File: src/rtl/alu_arbiter_pkg.sv
// Shared definitions for the ALU arbiter slice.
//   NUM_REQ            : number of requesters sharing the execute datapath (fixed at 2)
//   FLAG_N..FLAG_V     : bit positions of the N, Z, C, V flags in a 4-bit flag vector
//   state_t            : arbiter FSM state encoding
package alu_arb_pkg;

    localparam int NUM_REQ = 2;

    localparam int FLAG_N = 3;
    localparam int FLAG_Z = 2;
    localparam int FLAG_C = 1;
    localparam int FLAG_V = 0;

    typedef enum logic [1:0] {
        IDLE = 2'd0,
        EXEC = 2'd1,
        RESP = 2'd2
    } state_t;

endpackage

File: src/rtl/alu_arbiter_if.sv
// Requester-side bus of the ALU arbiter: request and response handshakes.
//   req_valid/req_ready            : per-requester request handshake
//   req_ctrl/alusrc/srca/wdata/imm : per-requester operation fields
//   resp_valid/resp_ready          : per-requester response handshake
//   resp_result/resp_flags         : shared response bus, qualified by resp_valid
//   req_lock                       : per-requester grant lock (only with ALU_ARB_LOCK_EN)
// Modports: master = requester side, slave = arbiter side.
interface alu_arbiter_if #(
    parameter int WIDTH = 32
);
    import alu_arb_pkg::*;

    logic [NUM_REQ-1:0]            req_valid;
    logic [NUM_REQ-1:0]            req_ready;
    logic [NUM_REQ-1:0][3:0]       req_ctrl;
    logic [NUM_REQ-1:0]            req_alusrc;
    logic [NUM_REQ-1:0][WIDTH-1:0] req_srca;
    logic [NUM_REQ-1:0][WIDTH-1:0] req_wdata;
    logic [NUM_REQ-1:0][WIDTH-1:0] req_imm;
    logic [NUM_REQ-1:0]            resp_valid;
    logic [NUM_REQ-1:0]            resp_ready;
    logic [WIDTH-1:0]              resp_result;
    logic [3:0]                    resp_flags;
`ifdef ALU_ARB_LOCK_EN
    logic [NUM_REQ-1:0]            req_lock;
`endif

    modport master (
        output req_valid, req_ctrl, req_alusrc, req_srca, req_wdata, req_imm, resp_ready,
        input  req_ready, resp_valid, resp_result, resp_flags
`ifdef ALU_ARB_LOCK_EN
        , output req_lock
`endif
    );

    modport slave (
        input  req_valid, req_ctrl, req_alusrc, req_srca, req_wdata, req_imm, resp_ready,
        output req_ready, resp_valid, resp_result, resp_flags
`ifdef ALU_ARB_LOCK_EN
        , input req_lock
`endif
    );

endinterface

File: src/rtl/alu_arbiter_rr_arbiter2.sv
// Combinational 2-way round-robin arbiter with optional grant lock.
//   valid       : request vector
//   last_grant  : index granted most recently; loses a tie
//   lock_active : when high only lock_idx may be granted
//   lock_idx    : requester holding the lock
//   grant       : one-hot or zero grant
module rr_arbiter2 (
    input  logic [1:0] valid,
    input  logic       last_grant,
    input  logic       lock_active,
    input  logic       lock_idx,
    output logic [1:0] grant
);

    always_comb begin
        grant = '0;
        if (lock_active) begin
            grant[lock_idx] = valid[lock_idx];
        end else if (&valid) begin
            grant[~last_grant] = 1'b1;
        end else begin
            grant = valid;
        end
    end

endmodule

File: src/rtl/alu_arbiter.sv
// Shares one execute datapath (SrcB mux + ALU) between two requesters.
// An accepted operation is latched, presented to the datapath for one EXEC
// cycle, and its result/flags are registered and held until the owning
// requester accepts the response.
//   clk, reset            : clock, synchronous active-high reset
//   bus                   : requester handshake bus (alu_arbiter_if.slave)
//   ALUSrcE, ALUControlE,
//   SrcAE, WriteDataE,
//   ExtImmE               : latched operands to the execute datapath
//   ALUResultE, ALUFlags  : combinational result/flags from the datapath
//   busy                  : high in any state other than IDLE
// Optional feature: define ALU_ARB_LOCK_EN to add bus.req_lock grant locking.
module alu_arbiter
    import alu_arb_pkg::*;
#(
    parameter int WIDTH   = 32,
    parameter int NUM_REQ = alu_arb_pkg::NUM_REQ
) (
    input  logic              clk,
    input  logic              reset,
    alu_arbiter_if.slave      bus,
    output logic              ALUSrcE,
    output logic [3:0]        ALUControlE,
    output logic [WIDTH-1:0]  SrcAE,
    output logic [WIDTH-1:0]  WriteDataE,
    output logic [WIDTH-1:0]  ExtImmE,
    input  logic [WIDTH-1:0]  ALUResultE,
    input  logic [3:0]        ALUFlags,
    output logic              busy
);

    if (NUM_REQ != 2) begin : g_num_req_check
        $error("alu_arbiter supports exactly 2 requesters");
    end

    state_t     state;
    logic       gnt_idx;
    logic       last_grant;
    logic       lock_active;
    logic [1:0] grant;
    logic       win_idx;

    rr_arbiter2 u_rr (
        .valid       (bus.req_valid),
        .last_grant  (last_grant),
        .lock_active (lock_active),
        .lock_idx    (gnt_idx),
        .grant       (grant)
    );

    assign win_idx = grant[1];

    // Reset gates req_ready so nothing can handshake during a reset cycle.
    assign bus.req_ready  = (state == IDLE && !reset) ? grant : '0;
    assign bus.resp_valid = (state == RESP) ? (2'b01 << gnt_idx) : '0;
    assign busy           = (state != IDLE);

`ifndef ALU_ARB_LOCK_EN
    assign lock_active = 1'b0;
`endif

    always_ff @(posedge clk) begin
        if (reset) begin
            state           <= IDLE;
            gnt_idx         <= 1'b0;
            last_grant      <= 1'b1;
            ALUSrcE         <= 1'b0;
            ALUControlE     <= '0;
            SrcAE           <= '0;
            WriteDataE      <= '0;
            ExtImmE         <= '0;
            bus.resp_result <= '0;
            bus.resp_flags  <= '0;
`ifdef ALU_ARB_LOCK_EN
            lock_active     <= 1'b0;
`endif
        end else begin
            case (state)
                IDLE: begin
                    if (|grant) begin
                        ALUSrcE     <= bus.req_alusrc[win_idx];
                        ALUControlE <= bus.req_ctrl[win_idx];
                        SrcAE       <= bus.req_srca[win_idx];
                        WriteDataE  <= bus.req_wdata[win_idx];
                        ExtImmE     <= bus.req_imm[win_idx];
                        gnt_idx     <= win_idx;
                        last_grant  <= win_idx;
                        state       <= EXEC;
                    end
                end
                EXEC: begin
                    bus.resp_result <= ALUResultE;
                    bus.resp_flags  <= ALUFlags;
                    state           <= RESP;
                end
                RESP: begin
                    if (bus.resp_ready[gnt_idx]) begin
`ifdef ALU_ARB_LOCK_EN
                        // The lock is both taken and released at response handshake.
                        lock_active <= bus.req_lock[gnt_idx];
`endif
                        state <= IDLE;
                    end
                end
                default: state <= IDLE;
            endcase
        end
    end

endmodule

File: src/flat_wrapper.sv
// flat-port wrapper written by rule: the top's interface ports become plain ports
module alu_arbiter_flat import alu_arb_pkg::*;
#(
    parameter int WIDTH   = 32,
    parameter int NUM_REQ = alu_arb_pkg::NUM_REQ
)
  (clk, reset, ALUSrcE, ALUControlE, SrcAE, WriteDataE, ExtImmE, ALUResultE, ALUFlags, busy, bus_req_valid, bus_req_ctrl, bus_req_alusrc, bus_req_srca, bus_req_wdata, bus_req_imm, bus_resp_ready, bus_req_ready, bus_resp_valid, bus_resp_result, bus_resp_flags);
  alu_arbiter_if #(.WIDTH(WIDTH)) bus_i ();
  input  logic clk;
  input  logic reset;
  output logic ALUSrcE;
  output logic [3:0] ALUControlE;
  output logic [WIDTH-1:0] SrcAE;
  output logic [WIDTH-1:0] WriteDataE;
  output logic [WIDTH-1:0] ExtImmE;
  input  logic [WIDTH-1:0] ALUResultE;
  input  logic [3:0] ALUFlags;
  output logic busy;
  input wire logic [$bits(bus_i.req_valid)-1:0] bus_req_valid;
  input wire logic [$bits(bus_i.req_ctrl)-1:0] bus_req_ctrl;
  input wire logic [$bits(bus_i.req_alusrc)-1:0] bus_req_alusrc;
  input wire logic [$bits(bus_i.req_srca)-1:0] bus_req_srca;
  input wire logic [$bits(bus_i.req_wdata)-1:0] bus_req_wdata;
  input wire logic [$bits(bus_i.req_imm)-1:0] bus_req_imm;
  input wire logic [$bits(bus_i.resp_ready)-1:0] bus_resp_ready;
  output wire logic [$bits(bus_i.req_ready)-1:0] bus_req_ready;
  output wire logic [$bits(bus_i.resp_valid)-1:0] bus_resp_valid;
  output wire logic [$bits(bus_i.resp_result)-1:0] bus_resp_result;
  output wire logic [$bits(bus_i.resp_flags)-1:0] bus_resp_flags;
  assign bus_i.req_valid = bus_req_valid;
  assign bus_i.req_ctrl = bus_req_ctrl;
  assign bus_i.req_alusrc = bus_req_alusrc;
  assign bus_i.req_srca = bus_req_srca;
  assign bus_i.req_wdata = bus_req_wdata;
  assign bus_i.req_imm = bus_req_imm;
  assign bus_i.resp_ready = bus_resp_ready;
  assign bus_req_ready = bus_i.req_ready;
  assign bus_resp_valid = bus_i.resp_valid;
  assign bus_resp_result = bus_i.resp_result;
  assign bus_resp_flags = bus_i.resp_flags;
  alu_arbiter #(.WIDTH(WIDTH), .NUM_REQ(NUM_REQ)) u_core (.clk(clk), .reset(reset), .bus(bus_i), .ALUSrcE(ALUSrcE), .ALUControlE(ALUControlE), .SrcAE(SrcAE), .WriteDataE(WriteDataE), .ExtImmE(ExtImmE), .ALUResultE(ALUResultE), .ALUFlags(ALUFlags), .busy(busy));
endmodule
File: config.mk
export PLATFORM = sky130hd
export DESIGN_NAME = alu_arbiter_flat
export DESIGN_NICKNAME = d
export VERILOG_FILES = /design/src/rtl/alu_arbiter_pkg.sv /design/src/rtl/alu_arbiter_if.sv /design/src/rtl/alu_arbiter_rr_arbiter2.sv /design/src/rtl/alu_arbiter.sv /design/src/flat_wrapper.sv
export SDC_FILE = /design/constraint.sdc
export NUM_CORES = 1
export LEC_CHECK = 0
export CAP_MARGIN = 0
export CORE_AREA = 8 8 145 147
export DETAILED_ROUTE_END_ITERATION = 7
export DIE_AREA = 0 0 153 155
export GPL_TIMING_DRIVEN = 0
export PLACE_DENSITY = 0.83
export SETUP_SLACK_MARGIN = 0.3
export SLEW_MARGIN = 20
export SYNTH_ARGS = -nofsm -noshare
export SYNTH_HDL_FRONTEND = slang
export SYNTH_SLANG_ARGS = --single-unit
File: constraint.sdc
create_clock -name clk -period 2.1 [get_ports clk]
set_input_delay 0.21 -clock clk [delete_from_list [all_inputs] [get_ports clk]]
set_output_delay 0.21 -clock clk [all_outputs]
set_load 0.03 [all_outputs]
==> metrics.cfg <==
[timing]
finalHoldViolations = 0
fmax_ghz = 0.567
period_minus_slack_ns = 1.76
slew_headroom = 0.464
skew_ns = 0.00860
finalCritPeriodShare = 0.840
worst_slew_pin_slew_ns = 0.805
setup_tns_ns = 0
setup_viol = 0
drv_slew = 0
rsz0062_at_grt = yes

[floorplan]
die_height_microns = 155
core_sq_mm = 0.0190
dieArea_sq_mm = 0.0237
start_util = 0.315
rows = 51
io-pin-count = 386
die_w_microns = 153

[synthesis]
synth_top_area_cell = dfxtp_1
syn-instance-count = 757
ys_ff_latch = 141
synth.top_cell.area_share = 0.473
syn-cell-area_sq_mm = 0.00597
avgSynthCellArea_sq_um = 7.89
synth_nets = 1001
ys_warn_count = 0
synth_seq_area_share = 0.473
synth_cell_type_count = 23
synth_area_leaders = dfxtp_1 47%, nand2_1 17%, a311oi_1 15%

[global_routing]
overflow = 0
grt_pass1_vias = 7184
grtUsageMet2 = 0.377
grt_usage = 0.222
grt-busiest-layer = met2
antenna_found_initial = 0
met1_usage = 0.258
use_met3 = 0.0738
grt_pass1_wl_microns = 41200
grt_start_max_net_pins = 17

[final_layout]
final_cell_mix = 379 x clkdlybuf4s50_1, 275 x nand2_1, 141 x dfxtp_1
finish.instance_area_sq_mm = 0.0107
fin_cells = 1411
nNetsFinal = 1404
area_growth_pct = 79.1
antenna_cells = 0
layout.cells.most_common = clkdlybuf4s50_1
drive_gt1_frac = 0.0870

[clock_tree]
cts_buffer_depth = 2
clock_latency_ns = 0.42
htree_levels = 4
cts_sinks = 141
hold_buffers = 0
clk_pin_slew_ns = 0.07
cts_buffers = 17
post_cts_resized = 10
cts_root_buffer = clkbuf_16
cts_post_setup_buffers_inserted = 0
cts_tree = done

[power]
leakage_uw = 0.00406
vdd_ir_drop_max_uv = 695
pwr_density_cell_mw_per_mm2 = 842

[drt]
ant_nets = 0
route.detailed.drc = 0
first_pass_iters = 5
vias = 7279
vias_per_cell = 5.16
wl_per_cell_microns = 19.7
dr.first_iter.drc_count = 372
finalWirelength_microns = 27800

[critical_path]
cp.required_ns = 1.89
crit_fanout = 10
arrival_ns = 1.55
critPathKind = input port to output port
cp-end-kind = output port
start_kind = input port
ff2ff_setup_slack_ns = 0.45

[run]
cap_violations = 0

[placed_design]
placed_cell_area_sq_mm = 0.0101
place_congestion = 0.852
dp.cells = 1379
io_buffers = 384
dp_hpwl_microns = 21200

[status]
outcome = completed

[worst_hold_path]
worstHoldPathType = input port to register

worst paths after layout:
path	to	cells past startpoint	start
min	u_core.bus.resp_result[7]	3	ALUResultE[7]
max	bus_req_ready[1]	5	bus_req_valid[1]
min reg2reg	u_core.bus.resp_result[14]	2	u_core.bus.resp_result[14]
max reg2reg	u_core.ALUControlE[3]	6	u_core.state[1]
registers in the layout, indices dropped and copies added (netlist names):
name                    flops
u_core.ALUControlE          4
u_core.ALUSrcE              1
u_core.ExtImmE             32
u_core.SrcAE               32
u_core.WriteDataE          32
u_core.bus.resp_flags       4
u_core.bus.resp_result     32
u_core.gnt_idx              1
u_core.last_grant           1
u_core.state                2
worst max-delay path: stages:
cell and delay [ns]:
clkdlybuf4s50_1 0.54, a21bo_2 0.26, clkbuf_2 0.20, nor2_1 0.14, clkbuf_4 0.21
where the power goes:
group | switching [uW] | internal, uW | total (uW) | leakage (uW)
clock | 1350 | 1710 | 3070 | 0.000288
combinational | 1540 | 1260 | 2790 | 0.00260
sequential | 169 | 2980 | 3150 | 0.00117
total | 3060 | 5940 | 9010 | 0.00406
stage by stage:
step | power [uW] | setup slack [ns] | utilization | hold slack [ns]
after floorplan | 4600 | 0.722 | - | 0.346
after global placement | 5950 | -0.159 | 0.534 | 0.441
after detailed placement | 5990 | -0.200 | 0.534 | 0.446
after CTS | 9030 | 0.0691 | 0.564 | 0.319
after global routing | 9370 | 0.268 | 0.564 | 0.329
final | 9010 | 0.337 | 0.564 | 0.334
cell usage after synthesis (all sizes together):
master / number
mux2i: 1
nand3b: 2
or2: 1
a21oi: 139
a311oi: 101
inv: 2
a21bo: 1
nand2b: 1
nor2b: 1
nand2: 275
dfxtp: 141
clkbuf: 18
nor2: 6
nor3b: 1
or3: 1
buf: 61
o21ai: 3
a21boi: 1
and3b: 1
per-layer routing:
metal  part of all wire  vias up
met5                  0        -
met4              0.025        0
met3              0.081       48
met2               0.48      348
met1               0.41     3396
li1                   -     3487
kinds of logic after synthesis:
| logic type | count (synthesis) | share of synthesized area |
|---|---|---|
| mux | 1 | 0.00168 |
| simple gates | 289 | 0.187 |
| compound gates | 245 | 0.271 |
| flops | 141 | 0.473 |
| buf+inv | 81 | 0.0681 |
final cells by class:
class,instances,area [sq um]
multi-input cells,535,2750
repair buffers,384,3830
clock buffers,18,439
inverters,2,7.51
well taps,238,298
fillers,1717,8260
plain buffers,79,403
flip-flops and latches,141,2820
clock inverters,14,146
No activity file was read; power rests on OpenSTA's default activity.
